`config.mk`:
```
export PLATFORM = sky130hd
export DESIGN_NAME = note_display_ctrl
export DESIGN_NICKNAME = d
export VERILOG_FILES = /design/src/rtl/note_display_ctrl.sv
export SDC_FILE = /design/constraint.sdc
export NUM_CORES = 1
export LEC_CHECK = 0
export BUFFER_PORTS_ARGS = -buffer_cell sky130_fd_sc_hd__buf_2
export CORE_AREA = 2 2 84 106
export CTS_CLUSTER_DIAMETER = 30
export DETAILED_ROUTE_END_ITERATION = 10
export DIE_AREA = 0 0 86 108
export PLACE_DENSITY = 0.52
export SYNTH_ARGS = -nofsm -noshare
export SYNTH_HDL_FRONTEND = slang
export SYNTH_SLANG_ARGS = --single-unit
```
`constraint.sdc`:
```
create_clock -name vga_clk -period 4.6 [get_ports vga_clk]
set_input_delay 0.92 -clock vga_clk [delete_from_list [all_inputs] [get_ports vga_clk]]
set_output_delay 0.92 -clock vga_clk [all_outputs]
set_load 0.05 [all_outputs]
```
`src/rtl/note_display_ctrl.sv`:
```
// Note-highlight controller: collects keyboard or auto-play note requests during a
// video frame and lights each requested note for HOLD_FRAMES frame updates.
module note_display_ctrl #(
    parameter int HOLD_FRAMES = 6,
    parameter int CNT_W       = 4
) (
    input  logic       vga_clk,
    input  logic       rst,
    input  logic       vsync,
    input  logic       mode,
    input  logic [7:0] key_note,
    input  logic [7:0] play_note,
    input  logic       play_valid,
    output logic [7:0] note,
    output logic [2:0] lit_cnt,
    output logic       frame_tick
);

    localparam int              NOTES    = 7;
    localparam logic [CNT_W-1:0] CNT_ZERO = {CNT_W{1'b0}};
    localparam logic [CNT_W-1:0] CNT_ONE  = {{(CNT_W-1){1'b0}}, 1'b1};
    localparam logic [CNT_W-1:0] CNT_HOLD = CNT_W'(HOLD_FRAMES);

    // Number of set bits in a 7-bit note vector; the result never exceeds 7.
    function automatic logic [2:0] popcount7(input logic [6:0] v);
        logic [2:0] s;
        s = 3'd0;
        for (int i = 0; i < NOTES; i++) begin
            s = s + {2'b00, v[i]};
        end
        return s;
    endfunction

    logic                vs_d_r;
    logic                mode_d_r;
    logic                armed_r;
    logic [6:0]          pending_r;
    logic [CNT_W-1:0]    cnt_r     [NOTES];
    logic [CNT_W-1:0]    cnt_nxt_s [NOTES];
    logic                tick_s;
    logic                mode_chg_s;
    logic [6:0]          req_s;
    logic [6:0]          eff_s;
    logic [6:0]          pending_nxt_s;
    logic [6:0]          note_nxt_s;
    logic                unused_bits_s;

    // armed_r suppresses a tick in the first cycle after reset, when vs_d_r is forced high.
    assign tick_s        = armed_r & vs_d_r & ~vsync;
    assign mode_chg_s    = (mode != mode_d_r);
    assign eff_s         = pending_r | req_s;
    assign unused_bits_s = key_note[7] ^ play_note[7];

    // Select the request source; a mode change discards whatever arrives in that cycle.
    always_comb begin
        req_s = 7'd0;
        if (mode_chg_s) begin
            req_s = 7'd0;
        end else if (mode == 1'b0) begin
            req_s = key_note[6:0];
        end else if (play_valid) begin
            req_s = play_note[6:0];
        end else begin
            req_s = 7'd0;
        end
    end

    // Pending requests accumulate within a frame and are consumed by the tick.
    always_comb begin
        pending_nxt_s = pending_r;
        if (mode_chg_s) begin
            pending_nxt_s = 7'd0;
        end else if (tick_s) begin
            pending_nxt_s = 7'd0;
        end else begin
            pending_nxt_s = pending_r | req_s;
        end
    end

    // Per-note hold counters: reload on request, otherwise count down once per frame.
    always_comb begin
        for (int i = 0; i < NOTES; i++) begin
            cnt_nxt_s[i] = cnt_r[i];
            if (mode_chg_s) begin
                cnt_nxt_s[i] = CNT_ZERO;
            end else if (tick_s) begin
                if (eff_s[i]) begin
                    cnt_nxt_s[i] = CNT_HOLD;
                end else if (cnt_r[i] != CNT_ZERO) begin
                    cnt_nxt_s[i] = cnt_r[i] - CNT_ONE;
                end else begin
                    cnt_nxt_s[i] = CNT_ZERO;
                end
            end else begin
                cnt_nxt_s[i] = cnt_r[i];
            end
            note_nxt_s[i] = (cnt_nxt_s[i] != CNT_ZERO);
        end
    end

    // Edge detect, mode tracking and request/counter state.
    always_ff @(posedge vga_clk) begin
        if (rst) begin
            vs_d_r    <= 1'b1;
            mode_d_r  <= mode;
            armed_r   <= 1'b0;
            pending_r <= 7'd0;
            for (int i = 0; i < NOTES; i++) begin
                cnt_r[i] <= CNT_ZERO;
            end
        end else begin
            vs_d_r    <= vsync;
            mode_d_r  <= mode;
            armed_r   <= 1'b1;
            pending_r <= pending_nxt_s;
            for (int i = 0; i < NOTES; i++) begin
                cnt_r[i] <= cnt_nxt_s[i];
            end
        end
    end

    // Display outputs only move on a tick, so the picture never changes mid-frame.
    always_ff @(posedge vga_clk) begin
        if (rst) begin
            note       <= 8'h00;
            lit_cnt    <= 3'd0;
            frame_tick <= 1'b0;
        end else begin
            frame_tick <= tick_s;
            if (tick_s) begin
                note    <= {1'b0, note_nxt_s};
                lit_cnt <= popcount7(note_nxt_s);
            end else begin
                note    <= note;
                lit_cnt <= lit_cnt;
            end
        end
    end

endmodule

```
# Yosys cells after proc, flatten, opt, wreduce, memory -nomap -nowiden
# Memory sizes are Yosys's and may differ from the RTL's.
# Cells that the tools add are included.
dict set report word_totals {
  ramBits 28
  ff_bits 21
  n_memories 1
}
# name words word_bits rd rd_clocked_by_memory_dff wr line_no
set mem_list {}
lappend mem_list {cnt_r 7 4 7 0 7 38} ;# logic [CNT_W-1:0] cnt_r [NOTES];
dict set report op_classes {
  n_eq_ne 1
  bitwise 11
  n_mux 41
  n_addsub 13
  n_reduce_logical 15
}
# op count
set ops {}
lappend ops {{$mux W4} 35}
lappend ops {{$reduce_bool A4 Y1} 14}
lappend ops {{$sub A4 B1 Y4 const B} 7}
lappend ops {{$mux W7} 3}
lappend ops {{$add A3 B1 Y3} 4}
lappend ops {{$or A1 B1 Y1} 7}
lappend ops {{$or A7 B7 Y7} 1}
lappend ops {{$add A2 B1 Y3} 1}
lappend ops {{$mux W1} 3}
lappend ops {{$reduce_or A3 Y1} 1}
lappend ops {{$add A1 B1 Y2} 1}
lappend ops {{$and A1 B1 Y1} 2}
lappend ops {{$ne A1 B1 Y1} 1}
lappend ops {{$not A1 Y1} 1}

# Longest topological paths before layout
# Gate-level depths: netlist of run 1.
dict set report depth {
  depth_word 14
  depth_mapped 14
  ltp_nobuf 13
}

# Least setup slack after synthesis of run 1
# Ideal clock, no wire load.
dict set report synth_timing {
  kind {input to register}
  startpoint {input port mode}
  endpoint {register lit_cnt[1]}
  path_slack_ns 0.219
  setup_ns 0.070
  n_path_buf 1
  arrival_time_ns 4.310
  path_stages 14
  cell_sequence {buf_6 > and3_1 > a221o_1 > o311a_1 > a31oi_1 > nand2b_1 > fa_1 > inv_1 > fa_1 > inv_1 > fa_1 > fa_1 > nand2_1 > a21oi_1}
}
dict set report synth_via {
  elab_chain_cells 13
  elab_cells_between_ends 38
  cone_classes {add/sub: 6; eq/ne: 1; mux: 23; bitwise: 1; reduce/logical: 7}
}
# element line_no
set synth_lines {}
lappend synth_lines {{start, declared} 10} ;# input logic mode,
lappend synth_lines {{$mux W7 / $ne A1 B1 Y1 (equally long branches)} {59, 50}}
lappend synth_lines {{$mux W7} 57} ;# if (mode_chg_s) begin
lappend synth_lines {{$or A7 B7 Y7} 51} ;# assign eff_s = pending_r | req_s;
lappend synth_lines {{$mux W4} 87} ;# if (eff_s[i]) begin
lappend synth_lines {{$mux W4} 86} ;# end else if (tick_s) begin
lappend synth_lines {{$mux W4 *} 84} ;# if (mode_chg_s) begin
lappend synth_lines {{$reduce_bool A4 Y1 *} 97} ;# note_nxt_s[i] = (cnt_nxt_s[i] != CNT_ZERO);
lappend synth_lines {{via note_nxt_s[0]} 45} ;# logic [6:0] note_nxt_s;
lappend synth_lines {{$add A1 B1 Y2 *} 29} ;# s = s + {2'b00, v[i]};
lappend synth_lines {{$add A2 B1 Y3 *} 29}
lappend synth_lines {{$add A3 B1 Y3 * (4 in series)} 29}
lappend synth_lines {{end signal, assigned} 132} ;# lit_cnt <= popcount7(note_nxt_s);
lappend synth_lines {{end signal, assigned} 135} ;# lit_cnt <= lit_cnt;
lappend synth_lines {{end, declared} 15} ;# output logic [2:0] lit_cnt,
# The timed path passes the listed nets; every way through them passes the cells marked *.
# A chain may end at the register's enable or synchronous reset.

# Worst setup path in the final report of run 1
# Ends and elaborated chain as after synthesis.

==> results of run 1 <==
[per-stage QoR]
step / instances / setup TNS [ns] / util (%)
global route: 441 / 0 / 34.9
floorplan: 304 / 0 / -
global placement: 435 / -0.00680 / 34.0
CTS: 441 / 0 / 34.9
finish: 441 / 0 / 34.9
detailed placement: 435 / 0 / 34.0
[area by class of cell]
| type | count | area, um2 |
|---|---|---|
| clock buffers | 5 | 68.8 |
| flip-flops and latches | 49 | 981 |
| multi-input cells | 233 | 1350 |
| inverters | 4 | 15.0 |
| well taps | 97 | 121 |
| repair buffers | 52 | 318 |
| clock inverters | 1 | 5.00 |
| fillers | 871 | 5330 |
[flip-flops by register name, indices dropped and copies added, names as in the netlist]
signal and cells:
cnt_r 28, note 7, pending_r 7, lit_cnt 3
armed_r 1, frame_tick 1, mode_d_r 1, vs_d_r 1
[layer usage]
metal	global-route usage, %	wire, um	vias to the layer above
met5	0	0	-
met4	7.82	257	0
met3	2.67	243	20
met2	25.3	3240	44
met1	17.4	2700	1091
li1	-	-	1191
[layout by cell type (no fill, tap or decap), types with 2 or more instances in the layout]
| cell type | netlist | routed |
|---|---|---|
| dfxtp_1 | 49 | 49 |
| nor2_1 | 44 | 44 |
| o21ai_0 | 33 | 33 |
| buf_2 | 2 | 29 |
| a21oi_1 | 25 | 25 |
| nand2_1 | 25 | 25 |
| buf_4 | 2 | 23 |
| nor3_1 | 18 | 18 |
| and3_1 | 13 | 13 |
| and2_1 | 8 | 8 |
| o31ai_1 | 5 | 5 |
| a31oi_1 | 5 | 5 |
| o211ai_1 | 5 | 5 |
| clkbuf_8 | 0 | 5 |
| a221o_1 | 4 | 4 |
| inv_1 | 4 | 4 |
| nor4_1 | 4 | 4 |
| fa_1 | 4 | 4 |
| nand2b_1 | 3 | 3 |
| a221oi_2 | 3 | 3 |
| nand3_1 | 3 | 3 |
| o311ai_0 | 3 | 3 |
| or3_1 | 2 | 2 |
| o22ai_1 | 2 | 2 |
| a221oi_1 | 2 | 2 |
| o211a_1 | 2 | 2 |
| a211oi_1 | 2 | 2 |
| o21a_1 | 2 | 2 |
[synth_stat cells (2+ instances only)]
master,n
fa_1,4
o21ai_0,33
nor2_1,44
a21oi_1,25
o311ai_0,3
a221oi_2,3
buf_2,2
nand3_1,3
a221o_1,4
a221oi_1,2
o21a_1,2
inv_1,4
dfxtp_1,49
nor4_1,4
o31ai_1,5
o22ai_1,2
nand2_1,25
or3_1,2
o211a_1,2
nand2b_1,3
o211ai_1,5
nor3_1,18
a31oi_1,5
buf_4,2
a211oi_1,2
and3_1,13
clkbuf_1,13
and2_1,8
[worst max-delay path, stage by stage]
cell and delay [ns]:
buf_2 0.13, and3_1 0.14, a221o_1 0.40, o311a_1 0.34
a31oi_1 0.22, nand2b_1 0.13, fa_1 0.54, inv_1 0.05
fa_1 0.47, inv_1 0.06, fa_1 0.39, fa_1 0.54
nand2_1 0.05, a21oi_1 0.11
[worst min path at each step]
stage	end	cells past startpoint	slack (ns)
global placement	lit_cnt[2]	2	0.44
global route	lit_cnt[0]	2	0.49
finish	lit_cnt[0]	2	0.45
floorplan	cnt_r[2][3]	2	0.45
detailed placement	lit_cnt[0]	2	0.45
CTS	lit_cnt[0]	2	0.46
[cell families after synthesis]
| logic type | count (synthesis) | synth area share, % |
|---|---|---|
| adders and majority gates | 4 | 3.29 |
| DFF | 49 | 40.3 |
| xor gates and xnor gates | 2 | 1.03 |
| buffers and inverters | 22 | 4.11 |
| and+or+nand+nor | 126 | 24.4 |
| other | 1 | 0.154 |
| AOI/OAI and AO/OA | 100 | 26.7 |
[power by group through the flow]
stage / Combinational [mW] / Sequential (mW) / Clock [mW]
4_1_cts: 0.143 / 0.440 / 0.250
3_3_place_gp: 0.142 / 0.450 / 0
3_5_place_dp: 0.142 / 0.450 / 0
5_1_grt: 0.157 / 0.442 / 0.271
6_report: 0.141 / 0.440 / 0.240
2_1_floorplan: 0.0745 / 0.464 / 0
==> out/results.ini, run 1 <==
[pwr]
power_switching_uw=237
p_int_uw=584
ir_drop_uv=109
power_uw=821
pwr-share-comb_pct=17.2
p_leak_nw=1.16
clkPwrFrac_pct=29.2
power.density_nw_per_um2=287
pwr-share-seq_pct=53.6
sw_frac_of_total_pct=28.9

[global_route]
grt_max_degree=21
grt_usage_pct=14.8
grt_pass1_wl_um=10900
grt_antenna_before_repair=0
grt_pass1_vias=2290
gr-total-overflow=0

[sta]
finalMaxSlewViolations=0
layout_setup_ws_ns=0.331
setup_viol=0
skew_ns=0.00557
fin_crit_ns=4.27
rsz0062_at_grt=no
fmax_mhz=234
hold_viol=0
timing.hold.ws_ns=0.453
relSlewSlack_pct=47.9
period_share_pct=92.8
tightest_slew_ns=0.779

[placement]
gp_congestion=0.882
dpl-instance-area_um2=2790
pre_cts_ws_ns=0.0130
dp_hpwl_um=4730
io_buffer_count=29

[job]
cap_violations=0

[critical_path]
setup.worst_path.end=lit_cnt[1]
r2r-start=mode_d_r
cp-startpoint=mode
critPathKind=in2reg
r2r-end=lit_cnt[1]
crit_arrival_ns=4.50
crit_fanout=4
worst-r2r-cell-count=13
crit_required_ns=4.83
worstSetupEndpointType=register
regToRegSetupSlack_ns=0.66
worst_setup_path_start_kind=primary input

[clock_tree]
clock-sinks=49
cts_resized=0
holdBufCountCts=0
cts_tree=done
htreeDepth=2
clk_pin_slew_ns=0.08
cts_root_buf=clkbuf_8
cts_made_buffers=5
clk_path_buf_depth=2
clk_latency_ns=0.30
cts_setup_buffers=0

[finish]
fin_nets=370
antenna_cells=0
drive_above_1_share_pct=18.9
final_cell_area_um2=2860
area_delta_synth_final_pct=17.6

[synthesis]
yosys.area.top_type_share_pct=40.3
synth_area_leaders=dfxtp_1, nor2_1, o21ai_0, a21oi_1, nand2_1
ys_seq_area_share_pct=40.3
postSynthCellCount=304
syn_avg_cell_area_um2=8.01
ys_warn_count=0
yosys_most_used_dff=dfxtp_1
synth_edf_count=0
syn_nets=329
yosysTopAreaCell=dfxtp_1
netlist_area_um2=2430
async_flop_share_pct=0
synth_seq_cells=49
yosysUniqueCellTypes=45

[drt]
wl_per_cell_um=14.6
first_pass_iters=4
drt-initial-drc-count=134
routed_wl_um=6430
via_per_inst=5.32
num_vias=2346
final_antenna_net_count=0
drc=0

[floorplan]
die_h_um=108
core_um2=8190
die_x_um=86
io_pins=33
dieArea_um2=9290
rows=37
initial_utilization_pct=29.7

[outcome]
outcome=finished clean

[worst_hold_path]
hp-class=reg2reg
min_from=lit_cnt[0]

Note: power is estimated with default switching activity, not from simulation.
==> run 2, diff against run 1 <==
--- a/config.mk
+++ b/config.mk
@@ -10,7 +10,7 @@
 export CTS_CLUSTER_DIAMETER = 30
 export DETAILED_ROUTE_END_ITERATION = 10
 export DIE_AREA = 0 0 86 108
-export PLACE_DENSITY = 0.52
+export PLACE_DENSITY = 0.5
 export SYNTH_ARGS = -nofsm -noshare
 export SYNTH_HDL_FRONTEND = slang
 export SYNTH_SLANG_ARGS = --single-unit
==> constraint.sdc (replaced) <==
create_clock -name vga_clk -period 4.7 [get_ports vga_clk]
set_input_delay 0.94 -clock vga_clk [delete_from_list [all_inputs] [get_ports vga_clk]]
set_output_delay 0.94 -clock vga_clk [all_outputs]
set_load 0.05 [all_outputs]
==> run 2 against run 1 <==
  * Via count fell by 1.1%
  * Clock-buffer cell count is 2 higher
  * Highest routed layer unchanged
  * Largest power group unchanged
  * Non-clock buffer count down 10
  * Sequential power is 2% lower
  * Utilization is 0.40 points lower
  * Sequential cell count is the same
==> out/results.ini, run 2 (synthesis gave the netlist of run 1 again) <==
[finish]
fillers=843
fin_nets=360
drive_above_1_share_pct=16.7
final_common_cell=dfxtp_1
largest_register_ffs=28
antenna_cells=0
reg_top3=cnt_r x28, note x7, pending_r x7
area_delta_synth_final_pct=16.2
utilization_pct=34.5
regMostFlops=cnt_r
final_cell_mix=dfxtp_1, nor2_1, o21ai_0

[clock_tree]
clk_path_buf_depth=2
holdBufCountCts=0
htreeDepth=2
cts_setup_buffers=0
cts_resized=0
cts_root_buf=clkbuf_8
clock-sinks=49
cts_tree=done
cts_made_buffers=5
clk_latency_ns=0.30
clk_pin_slew_ns=0.09

[critical_path]
critPathMaxStageDelay_ns=0.55
r2r-start=mode_d_r
crit_fanout=9
slowest_stage=fa_1
worst_setup_path_start_kind=primary input
worstSetupEndpointType=register
regToRegSetupSlack_ns=0.56
critPathKind=in2reg
crit_chain=buf_2 > and3_1 > a221o_1 > o311a_1 > a31oi_1 > nand2b_1 > fa_1 > inv_1 > fa_1 > inv_1 > fa_1 > fa_1 > nand2_1 > a21oi_1
cp_common_cell=fa_1
crit_required_ns=4.94
crit_arrival_ns=4.50
worst-r2r-cell-count=13
r2r-end=lit_cnt[1]

[drt]
final_antenna_net_count=0
routed_wl_um=6380
via_per_inst=5.36
first_pass_iters=4
drc=0
wl_per_cell_um=14.7
drt-initial-drc-count=102
num_vias=2321

[sta]
timing.hold.ws_ns=0.460
fin_crit_ns=4.26
tightest_slew_ns=0.897
rsz0062_at_grt=no
tns_ns=0
hold_viol=0
relSlewSlack_pct=40.0
finalMaxSlewViolations=0
period_share_pct=90.5
skew_ns=0.00434
fmax_mhz=235
setup_viol=0
layout_setup_ws_ns=0.444

[floorplan]
initial_utilization_pct=29.7
die_x_um=86
die_h_um=108
core_um2=8190
io_pins=33
dieArea_um2=9290
rows=37

[worst_hold_path]
hold_path_depth=2
min_to=lit_cnt[1]
min_from=lit_cnt[1]
hp-class=reg2reg

[pwr]
ir_drop_uv=165
p_leak_nw=1.13
power.density_nw_per_um2=312
power_uw=882

[global_route]
grt_antenna_before_repair=0
grt_pass1_wl_um=10800
grt_pass1_vias=2239
grt_usage_pct=14.7
grt_max_degree=37
gr-total-overflow=0

[placement]
pre_cts_ws_ns=0.121
gp_congestion=0.788
dp_hpwl_um=4470
io_buffer_count=29

[outcome]
outcome=finished clean

[job]
cap_violations=0

==> run 2: cell type report <==
type / count / area, um2 / share of cell area [%]
clock inverter: 1 / 30.0 / 1.06
multi-input combinational: 233 / 1350 / 47.8
timing repair buffer: 42 / 243 / 8.58
sequential: 49 / 981 / 34.7
inverter: 4 / 15.0 / 0.531
clock buffer: 7 / 86.3 / 3.05
tap: 97 / 121 / 4.29
==> run 2: metrics by stage <==
| step | cells | instance area, um2 |
|---|---|---|
| CTS | 433 | 2830 |
| global placement | 425 | 2710 |
| finish | 433 | 2830 |
| global route | 433 | 2830 |
| floorplan | 304 | 2430 |
| detailed placement | 425 | 2710 |
==> run 2: worst max-delay path by stage <==
stage / start / endpoint / cells after the start
finish: mode / lit_cnt[1] / 14
global route: vsync / lit_cnt[1] / 14
CTS: mode / lit_cnt[1] / 14
detailed placement: mode / lit_cnt[1] / 14
global placement: mode / lit_cnt[1] / 14
floorplan: mode / lit_cnt[1] / 14
==> run 2: where the power goes <==
group | internal [mW] | switching [mW] | total (mW)
Clock | 0.174 | 0.147 | 0.321
Combinational | 0.0431 | 0.0866 | 0.130
Sequential | 0.424 | 0.00762 | 0.432
Total | 0.641 | 0.241 | 0.882
==> run 2: critical path: cells and delay by family <==
kind	cells	cell delay, ns
AO/OA/AOI/OAI	4	1.05
adder cells (fa/ha/maj)	4	1.94
buffers and inverters	3	0.24
AND/OR/NAND/NOR	3	0.33
==> run 2: routing by layer <==
metal	vias to the layer above	track usage (%)	part of all wire, %
met2	24	26.0	50
met5	-	0	0
li1	1176	-	-
met1	1107	17.2	45
met3	14	2.06	1.8
met4	0	7.48	2.4
==> run 3, diff against run 2 <==
--- a/config.mk
+++ b/config.mk
@@ -5,12 +5,13 @@
 export SDC_FILE = /design/constraint.sdc
 export NUM_CORES = 1
 export LEC_CHECK = 0
+export ABC_AREA = 1
 export BUFFER_PORTS_ARGS = -buffer_cell sky130_fd_sc_hd__buf_2
-export CORE_AREA = 2 2 84 106
+export CORE_AREA = 2 2 66 84
 export CTS_CLUSTER_DIAMETER = 30
 export DETAILED_ROUTE_END_ITERATION = 10
-export DIE_AREA = 0 0 86 108
-export PLACE_DENSITY = 0.5
+export DIE_AREA = 0 0 68 86
+export PLACE_DENSITY = 0.79
 export SYNTH_ARGS = -nofsm -noshare
 export SYNTH_HDL_FRONTEND = slang
 export SYNTH_SLANG_ARGS = --single-unit
==> run 3 against run 2 <==
  * Critical path depth rose by 3
  * Design area up 5.5%
  * Maximum frequency is 2.9% higher
  * Utilization rose by 25 points
  * Final cell count up 17%
  * Highest routed layer unchanged
  * Worst hold slack worse by 0.0062 ns
  * Register-to-register slack improved by 0.21 ns
  * Total power fell by 10%
  * Wire length is 13% lower
  * Non-clock buffer count decreased by 9
  * Global-route usage increased by 6.1 points
  * Critical endpoint unchanged
==> out/results.ini, run 3 <==
[worst_hold_path]
hp-class=reg2reg
hold_path_depth=2

[job]
cap_violations=0

[synthesis]
yosysUniqueCellTypes=26
yosys.area.top_type_share_pct=35.6
synth_seq_cells=49
syn_avg_cell_area_um2=6.60
postSynthCellCount=418
syn_nets=443
yosys-top-cells-count=nand2_1, nor2_1, dfxtp_1, inv_1, o21ai_0
yosys_most_used_dff=dfxtp_1
yosysTopAreaCell=dfxtp_1
ys_seq_area_share_pct=35.6
synth_edf_count=0
synth_area_leaders=dfxtp_1, nand2_1, nor2_1, inv_1, nand4_1
async_flop_share_pct=0
ys_warn_count=0
netlist_area_um2=2760
post-synth-top-count-cell=nand2_1

[drt]
drt-initial-drc-count=120
first_pass_iters=5
routed_wl_um=5540
num_vias=2530
wl_per_cell_um=11.0
drc=0
via_per_inst=5.01
final_antenna_net_count=0

[pwr]
power_uw=791
power.density_nw_per_um2=265
ir_drop_uv=174
p_leak_nw=1.51

[global_route]
grt_antenna_before_repair=0
gr-total-overflow=0
grt_pass1_vias=2296
grt_pass1_wl_um=9520
grt_max_degree=32
grt_usage_pct=20.8

[floorplan]
die_h_um=86
rows=29
dieArea_um2=5850
io_pins=33
die_x_um=68
initial_utilization_pct=55.1
core_um2=5010

[sta]
period_share_pct=88.0
fmax_mhz=242
setup_viol=0
fin_crit_ns=4.14
hold_viol=0
tns_ns=0
skew_ns=0.00914
finalMaxSlewViolations=0
relSlewSlack_pct=55.6
tightest_slew_ns=0.664
timing.hold.ws_ns=0.454
rsz0062_at_grt=no

[finish]
area_delta_synth_final_pct=8.21
reg_top3=cnt_r x28, note x7, pending_r x7
regMostFlops=cnt_r
fin_nets=468
fin_cells=505
final_cell_mix=nand2_1, nor2_1, dfxtp_1
final_common_cell=nand2_1
register_area_um2=981
antenna_cells=0
fillers=509
largest_register_ffs=28
final_cell_area_um2=2990
multiInputGateArea_um2=1480
drive_above_1_share_pct=16.9

[placement]
gp_congestion=0.782
dp_hpwl_um=4180
dp_cells=498
io_buffer_count=29
dpl-instance-area_um2=2900

[clock_tree]
cts_tree=done
clk_pin_slew_ns=0.08
cts_made_buffers=5
clk_latency_ns=0.30
cts_resized=0
holdBufCountCts=0
cts_setup_buffers=0
clk_path_buf_depth=2
cts_root_buf=clkbuf_8
clock-sinks=49
htreeDepth=2

[critical_path]
crit_fanout=10
r2r-start=mode_d_r
worst-r2r-cell-count=16
crit_arrival_ns=4.33
crit_required_ns=4.89
worstSetupEndpointType=register
setup.worst_path.end=lit_cnt[1]
r2r-end=lit_cnt[1]
regToRegSetupSlack_ns=0.77
critPathKind=in2reg
cp-startpoint=mode
worst_setup_path_start_kind=primary input

[outcome]
outcome=finished clean

-- run 3: changes by cell type after synthesis, moves of 10 or more --
cell	before	now
inv_1	4	47
nor2_1	44	69
a21oi_1	25	6
nor2_2	1	11
clkbuf_1	13	3
nand4_1	1	14
o21ai_0	33	17
nor3_1	18	0
nand3_1	3	15
nand2_1	25	134
and3_1	13	0
-- run 3: kinds of logic after synthesis --
logic type                 share of synthesized area (%)
AOI/OAI and AO/OA                                   7.53
adders and majority gates                           2.90
buffers and inverters                               11.0
DFF                                                 35.6
other                                              0.136
and+or+nand+nor                                     42.9
-- run 3: how the worst min path moves through the flow --
stage	from	end	slack, ns
floorplan	cnt_r[0][3]	cnt_r[0][3]	0.52
global placement	note[2]	note[2]	0.43
detailed placement	note[1]	note[1]	0.43
CTS	note[1]	note[1]	0.46
global route	note[5]	note[5]	0.48
finish	note[1]	note[1]	0.45
-- run 3: cell type report --
| type | count | area share [%] |
|---|---|---|
| Clock buffer | 7 | 2.89 |
| Tap cell | 62 | 2.60 |
| Sequential cell | 49 | 32.9 |
| Timing Repair Buffer | 33 | 5.87 |
| Inverter | 50 | 6.37 |
| Multi-Input combinational cell | 304 | 49.4 |
-- run 3: stage by stage --
step | utilization, % | setup slack [ns]
finish | 59.6 | 0.564
global route | 59.6 | 0.341
CTS | 59.6 | 0.575
detailed placement | 57.9 | 0.260
global placement | 57.9 | 0.300
floorplan | - | 0.696
-- run 3: per-layer routing --
metal | share of wire, % | GRT usage, % | up-vias
met1 | 45 | 25.4 | 1134
met2 | 49 | 36.4 | 56
met4 | 1.3 | 6.73 | 0
li1 | - | - | 1335
met3 | 4.3 | 3.54 | 5
met5 | 0 | 0 | -
-- run 3: report_power, final --
| part | internal (mW) | switching, mW | total (mW) |
|---|---|---|---|
| logic | 0.0379 | 0.0821 | 0.120 |
| registers | 0.422 | 0.00560 | 0.428 |
| clock network | 0.117 | 0.126 | 0.243 |
| total | 0.577 | 0.214 | 0.791 |
-- run 3: worst max-delay path: stages --
cell and delay [ns]:
buf_2 0.28, nor2_8 0.10, nand2_1 0.11, nand2_1 0.06, nor2_2 0.15, nand3_1 0.10, nand2_1 0.10, nand2_1 0.05
inv_1 0.06, nand3_2 0.11, fa_1 0.55, inv_1 0.05, fa_1 0.48, inv_1 0.05, fa_1 0.39, fa_1 0.49
a22o_1 0.24
